<file path="src/rtl/ring_osc_freq_counter.sv">
// Gated edge counter for a ring oscillator: enables the chain, lets it settle, counts rising edges.
// Optional macro RO_CNT_SATURATE_EN: saturate the edge counter instead of wrapping.
module ring_osc_freq_counter #(
  parameter int SETTLE_CYCLES = 8,
  parameter int GATE_CYCLES   = 1024,
  parameter int CNT_W         = 16
) (
  input  logic             clk,
  input  logic             rst,
  input  logic             start,
  input  logic             osc_in,
  output logic             osc_en,
  output logic             busy,
  output logic             done,
  output logic [CNT_W-1:0] count,
  output logic             overflow
);

  localparam int MAX_CYC = (SETTLE_CYCLES > GATE_CYCLES) ? SETTLE_CYCLES : GATE_CYCLES;
  localparam int TW      = $clog2(MAX_CYC + 1);

  localparam logic [1:0] S_IDLE   = 2'd0;
  localparam logic [1:0] S_WARMUP = 2'd1;
  localparam logic [1:0] S_COUNT  = 2'd2;
  localparam logic [1:0] S_DONE   = 2'd3;

  localparam logic [TW-1:0] SETTLE_LOAD = TW'(SETTLE_CYCLES - 1);
  localparam logic [TW-1:0] GATE_LOAD   = TW'(GATE_CYCLES - 1);

  logic [1:0]       state_reg;
  logic [TW-1:0]    timer_reg;
  logic             s1_reg, s2_reg, s3_reg;
  logic [CNT_W-1:0] cnt_reg;
  logic             ovf_reg;
  logic [CNT_W-1:0] count_reg;
  logic             overflow_reg;
  logic             osc_en_reg, busy_reg, done_reg;

  logic             edge_det;
  logic             cnt_full;
  logic             inc;
  logic [CNT_W-1:0] cnt_inc;
  logic [CNT_W-1:0] cnt_next;
  logic             ovf_next;

  assign edge_det = s2_reg & ~s3_reg;
  assign cnt_full = &cnt_reg;
  assign inc      = edge_det && (state_reg == S_COUNT);

`ifdef RO_CNT_SATURATE_EN
  assign cnt_inc = cnt_full ? cnt_reg : cnt_reg + 1'b1;
`else
  assign cnt_inc = cnt_reg + 1'b1;
`endif

  assign cnt_next = inc ? cnt_inc : cnt_reg;
  assign ovf_next = ovf_reg | (inc & cnt_full);

  always_ff @(posedge clk or posedge rst) begin
    if (rst) begin
      state_reg    <= S_IDLE;
      timer_reg    <= '0;
      s1_reg       <= 1'b0;
      s2_reg       <= 1'b0;
      s3_reg       <= 1'b0;
      cnt_reg      <= '0;
      ovf_reg      <= 1'b0;
      count_reg    <= '0;
      overflow_reg <= 1'b0;
      osc_en_reg   <= 1'b0;
      busy_reg     <= 1'b0;
      done_reg     <= 1'b0;
    end else begin
      s1_reg <= osc_in;
      s2_reg <= s1_reg;
      s3_reg <= s2_reg;
      case (state_reg)
        S_IDLE: begin
          if (start) begin
            state_reg  <= S_WARMUP;
            timer_reg  <= SETTLE_LOAD;
            cnt_reg    <= '0;
            ovf_reg    <= 1'b0;
            osc_en_reg <= 1'b1;
            busy_reg   <= 1'b1;
          end
        end
        S_WARMUP: begin
          if (timer_reg == '0) begin
            state_reg <= S_COUNT;
            timer_reg <= GATE_LOAD;
          end else begin
            timer_reg <= timer_reg - 1'b1;
          end
        end
        S_COUNT: begin
          cnt_reg <= cnt_next;
          ovf_reg <= ovf_next;
          // last gate cycle: its edge is folded into the published result
          if (timer_reg == '0) begin
            state_reg    <= S_DONE;
            timer_reg    <= '0;
            count_reg    <= cnt_next;
            overflow_reg <= ovf_next;
            done_reg     <= 1'b1;
            osc_en_reg   <= 1'b0;
            busy_reg     <= 1'b0;
          end else begin
            timer_reg <= timer_reg - 1'b1;
          end
        end
        default: begin
          state_reg <= S_IDLE;
          timer_reg <= '0;
          done_reg  <= 1'b0;
        end
      endcase
    end
  end

  assign osc_en   = osc_en_reg;
  assign busy     = busy_reg;
  assign done     = done_reg;
  assign count    = count_reg;
  assign overflow = overflow_reg;

endmodule
</file>
<file path="config.mk">
export PLATFORM = sky130hd
export DESIGN_NAME = ring_osc_freq_counter
export DESIGN_NICKNAME = d
export VERILOG_FILES = /design/src/rtl/ring_osc_freq_counter.sv
export SDC_FILE = /design/constraint.sdc
export NUM_CORES = 1
export LEC_CHECK = 0
export BUFFER_PORTS_ARGS = -buffer_cell sky130_fd_sc_hd__buf_2
export CAP_MARGIN = 15
export CORE_ASPECT_RATIO = 1.75
export CORE_MARGIN = 1.5
export CORE_UTILIZATION = 35
export CTS_BUF_LIST = sky130_fd_sc_hd__clkbuf_4 sky130_fd_sc_hd__clkbuf_8
export DETAILED_ROUTE_END_ITERATION = 8
export PLACE_DENSITY = 0.61
export SLEW_MARGIN = 5
export SYNTH_ARGS = -nofsm -noshare
export SYNTH_HDL_FRONTEND = slang
export SYNTH_SLANG_ARGS = --single-unit
</file>
<file path="constraint.sdc">
create_clock -name clk -period 2.2 [get_ports clk]
set_input_delay 0.22 -clock clk [delete_from_list [all_inputs] [get_ports clk]]
set_output_delay 0.22 -clock clk [all_outputs]
set_load 0.01 [all_outputs]
</file>
# Word-level counts from Yosys, hierarchy flattened
# Index checks and enable logic that the tools add are counted.
classes:
  muxes: 18
  magnitude_cmp: 0
  bitwise: 5
  n_div: 0
  n_reduce_logical: 11
  addsub: 2
  n_shift: 0
  n_eq_ne: 5
  multipliers: 0
op_table:
  columns: ["operator", "n"]
  rows:
  - ["11-bit two-way mux", 3]
  - ["11-bit case mux with 3 select lines", 1]
  - ["16-bit two-way mux", 2]
  - ["16-bit case mux with 2 select lines", 1]
  - ["16-bit by 1-bit adder with 16-bit output, second input constant", 1]
  - ["16-bit AND reduction", 1]
  - ["11-bit zero test", 1]
  - ["11-bit by 1-bit subtractor with 11-bit output, second input constant", 1]
  - ["2-bit two-way mux", 3]
  - ["1-bit case mux with 2 select lines", 3]
  - ["2-bit case mux with 3 select lines", 1]
  - ["2-bit AND reduction", 3]
  - ["3-bit AND reduction", 2]
  - ["1-bit two-way mux", 4]
  - ["2-bit inequality test, second input constant", 2]
  - ["1-bit AND", 2]
  - ["2-bit by 1-bit equality test with 1-bit output, second input constant", 1]
  - ["2-bit equality test, second input constant", 1]
  - ["2-bit zero test", 1]
  - ["2-bit by 1-bit inequality test with 1-bit output, second input constant", 1]
  - ["1-bit inverter", 2]
  - ["2-bit nonzero test", 1]
  - ["2-bit OR reduction", 1]
  - ["1-bit logical AND", 1]
  - ["1-bit OR", 1]
totals:
  latch_bits: 0
  rom_bits: 0
  word_cells: 52
  in_bits: 4
  ramBits: 0
  memories: 0
  regBits: 52

# Depth between registers and ports, before layout
logic_depth:
  depth_word: 6
  depth_mapped: 8
  ltp_nobuf: 7

# Least setup slack after synthesis
# Ideal clock, no wire load.
synth_path:
  kind: "register -> register"
  startpoint: "reg timer_reg[0]"
  endpoint: "reg timer_reg[8]"
  slack_ps: 337
  required_ps: 2072
  arrival_ps: 1735
  setup_time_ps: 128
  path_stages_with_launch: 8
  n_path_buf: 0
  cell_sequence: "dfrtp_1 -> inv_1 -> ha_1 -> or4b_4 -> or2_1 -> nor3_1 -> o21ai_0 -> o2bb2ai_1"
synth_between:
  elab_chain_len: 3
  word_cells_on_any_way: 5
synth_lines:
  columns: ["element", "line_no", "source"]
  rows:
  - ["start, declared", "31", "logic [TW-1:0] timer_reg;"]
  - ["start signal, assigned", "93", "timer_reg <= timer_reg - 1'b1;"]
  - ["start signal, assigned", "109", "timer_reg <= timer_reg - 1'b1;"]
  - ["11-bit by 1-bit subtractor with 11-bit output or 11-bit zero test (tied branches)", null, null]
  - ["11-bit two-way mux, on equally long branches", "100, 89", null]
  - ["11-bit case mux with 3 select lines (*)", "77", "case (state_reg)"]
# Mark *: on every way between the ends. The rest lies on a longest branch, timed or not.
# A chain may end at the register's enable or synchronous reset.

# Final worst setup path
layout_path:
  startpoint: "reg state_reg[0]"
  endpoint: "reg cnt_reg[9]"
layout_between:
  elab_chain_len: 4
  word_cells_on_any_way: 8
layout_lines:
  columns: ["element", "line_no", "source"]
  rows:
  - ["start, declared", "30", "logic [1:0] state_reg;"]
  - ["start signal, assigned", "61", "state_reg <= S_IDLE;"]
  - ["start signal, assigned", "80", "state_reg <= S_WARMUP;"]
  - ["start signal, assigned", "90", "state_reg <= S_COUNT;"]
  - ["2-bit equality test", "48, 77", null]
  - ["1-bit logical AND", "48", "assign inc = edge_det && (state_reg == S_COUNT);"]
  - ["16-bit two-way mux", "56", "assign cnt_next = inc ? cnt_inc : cnt_reg;"]
  - ["16-bit case mux with 2 select lines", "77", null]
  - ["end signal, assigned", "97", "cnt_reg <= cnt_next;"]
  - ["end, declared", "33", "logic [CNT_W-1:0] cnt_reg;"]
# Several ways; a longest one is shown, not always the timed one.

==> metrics.md <==
| Metric | Value |
|---|---|
| Run status | completed |
| Period minus WS final | 2.06 ns |
| Core Box Area | 7620 um2 |
| Maximum clock path buffer count | 2 |
| Crit path launch type | register |
| DR pass1 iterations | 4 |
| First-pass GRT wire length | 10,500 um |
| Via count | 2,251 |
| Syn_area_per_cell | 9.46 um2 |
| Critical-path cell list | inv_1, ha_1, nand3b_2, nor3_4, nand4_1, or3_1, o21ai_0 |
| Register area share after synthesis | 46.8% |
| Layout cells sized above 1 | 17.5% |
| TritonCTS clock tree | built |
| Most common cell after layout, fill and taps aside | dfrtp_1 |
| RSZ-0062 raised after global routing | no |
| DR vias/cell | 5.44 |
| CTS root buffer | clkbuf_8 |
| Post-synth EDFFs | 0 |
| Die width | 70.4 um |
| Initial antenna violation count | 0 |
| Worst-margin pin slew | 0.554 ns |
| WL/cell | 14.7 um |
| Nature of the critical path endpoint | register |
| Final HPWL DP | 4500 um |
| Worst-skew pair later-pin latency | 0.32 ns |
| Endpoints failing setup | 0 |
| Flops & latches, synth | 52 |
| Pre-CTS WS | 0.155 ns |
| Register cell area after layout | 1300 um2 |
| Leak | 1.45 nW |
| CP max-delay cell | dfrtp_1 |
| Slew HR | 63.0% |
| IO Pins | 24 |
| Layout area overhead | 13.5% |
| Largest net degree at the start of global routing | 35 |
| Critical path class | reg2reg |
| Hold Crit Class | in2reg |
| Worst Path Max Fanout | 8 |
| Max-slew violation count | 0 |
| Ys flop type | dfrtp_1 |
| Post-Syn Area | 2780 um2 |
| # rows | 42 |
| Antenna-violating nets left | 0 |
| Area taken by multi-input logic gates | 1390 um2 |
| Maxcap violations | 0 |
| Final hold violations | 0 |
| PwrDens | 1110 nW/um2 |
| Num Clock Sinks | 52 |
| Drc violations | 0 |
| Async set-or-reset flop fraction in the synthesized netlist | 100% |
| GR Overflow Total | 0 |
| Syn_nets | 305 |
| GRT Total Usage | 15.6% |
| DIE HEIGHT | 121 um |
| Cell family with most CP delay | simple AND/OR/NAND/NOR gates |
| TritonCTS Buffers | 5 |
| Worst path required time | 2.43 ns |
| Setup TNS Final | 0 ns |
| Max Fclk | 0.486 GHz |
| Number of global-route vias before repair | 2,341 |
| ANT cells | 0 |
| CTS H-tree lvls | 2 |
| IO Port Bufs | 23 |
| Pwr Total | 3.50 mW |
| CTS clk-pin slew, worst paths | 0.09 ns |
| Worst VDD drop | 0.636 mV |
| Final Net Count | 336 |
| DRT Wirelength | 6070 um |
| Setup Skew | 0.00622 ns |
| Total number of yosys warnings | 0 |
| Setup ws final | 0.142 ns |
| CP arrival | 2.29 ns |
| GPL Wtd Cong | 0.900 |
| Final period util | 93.5% |
| Initial Util | 36.5% |
| Mapped Cells | 294 |
| Most frequent cells in the layout | 52 x dfrtp_1, 48 x nand2_1, 37 x o21ai_0 |
| Postcts setup bufs | 0 |
| Die area | 8510 um2 |
| Filler cell count | 745 |
| Crit-path max cell delay | 0.41 ns |
| WP buf/inv | 1 |
| Initial DRC Count | 162 |
| Number of library cell types mapped by synthesis | 49 |
[Yosys cell counts (2+ instances only)]
cell type / n / area [um2]
o21ai_0: 37 / 185
ha_1: 7 / 87.6
xor2_1: 8 / 70.1
nor2_1: 14 / 52.6
clkbuf_1: 8 / 30.0
o31ai_1: 4 / 30.0
o21ai_2: 2 / 17.5
a21o_1: 7 / 52.6
o21ai_1: 5 / 25.0
buf_2: 3 / 15.0
a21oi_1: 12 / 60.1
nand2b_1: 2 / 12.5
inv_1: 8 / 30.0
or3_1: 2 / 12.5
nand3_1: 7 / 35.0
nand4_1: 5 / 31.3
nor4_4: 2 / 42.5
nor3b_1: 2 / 15.0
o2bb2ai_1: 2 / 17.5
o21a_1: 2 / 15.0
a31oi_1: 12 / 75.1
nor2b_1: 2 / 12.5
nand2_1: 48 / 180
xnor2_1: 7 / 61.3
dfrtp_1: 52 / 1300
o221ai_1: 2 / 17.5
nor3_1: 7 / 35.0
and3_1: 4 / 25.0
[cells by family after synthesis]
family | count (synthesis) | synth area share [%]
AOI/OAI and AO/OA | 95 | 21.8
DFF | 52 | 46.8
and+or+nand+nor | 104 | 20.2
buffers and inverters | 21 | 3.38
xor gates and xnor gates | 15 | 4.73
adders and majority gates | 7 | 3.15
[report_power, final]
part / leakage (nW) / internal (mW) / switching (mW)
combinational: 0.695 / 0.660 / 0.995
sequential: 0.704 / 1.10 / 0.166
clock: 0.0510 / 0.252 / 0.326
[metal layers]
metal / vias to the layer above / part of all wire, % / wire (um) / track usage (%)
li1: 1114 / - / - / -
met1: 1080 / 39 / 2360 / 15.6
met2: 39 / 55 / 3340 / 29.1
met3: 18 / 2.7 / 161 / 2.82
met4: 0 / 3.5 / 210 / 9.38
met5: - / 0 / 0 / 0
[worst reg2reg max path, cell delays in order, from the launching register on]
cell	delay [ns]
dfrtp_1	0.41
inv_1	0.10
ha_1	0.29
nand3b_2	0.19
nor3_4	0.37
nand4_1	0.20
or3_1	0.34
o21ai_0	0.09
[per-stage QoR]
step	cell area [um2]	utilization, %	hold WS (ns)	std cells
after floorplan	2780	-	0.251	294
after global placement	3040	40.0	0.302	404
after detailed placement	3040	40.0	0.301	404
after CTS	3160	41.4	0.316	414
after global routing	3160	41.4	0.323	414
final	3160	41.4	0.323	414
[final cells by class]
| class | instances | share of cell area (%) |
|---|---|---|
| Multi-Input combinational cell | 221 | 43.9 |
| Inverter | 8 | 0.951 |
| Sequential cell | 52 | 41.2 |
| Tap cell | 88 | 3.49 |
| Clock buffer | 6 | 2.62 |
| Clock inverter | 2 | 0.317 |
| Timing Repair Buffer | 37 | 7.53 |
[repair_timing]
| item | CTS | global route |
|---|---|---|
| hold buffers | 2 | 0 |
| hold endpoints to repair | 24 | 0 |
| gates resized for setup | 0 | 0 |
[path summary, 6_finish.rpt]
path	startpoint	end	slack, ns	depth (start not counted)
hold / removal	start	timer_reg[1]$_DFFE_PP0P_	0.32	3
max in group asynchronous	rst	cnt_reg[9]$_DFFE_PP0P_	1.16	4
hold reg to reg	s1_reg$_DFF_PP0_	s2_reg$_DFF_PP0_	0.36	0
min in group asynchronous	rst	s1_reg$_DFF_PP0_	0.50	3
setup reg to reg	state_reg[0]$_DFFE_PP0P_	cnt_reg[9]$_DFFE_PP0P_	0.14	7
setup / recovery	state_reg[0]$_DFFE_PP0P_	cnt_reg[9]$_DFFE_PP0P_	0.14	7
(Power assumes the default switching activity.)
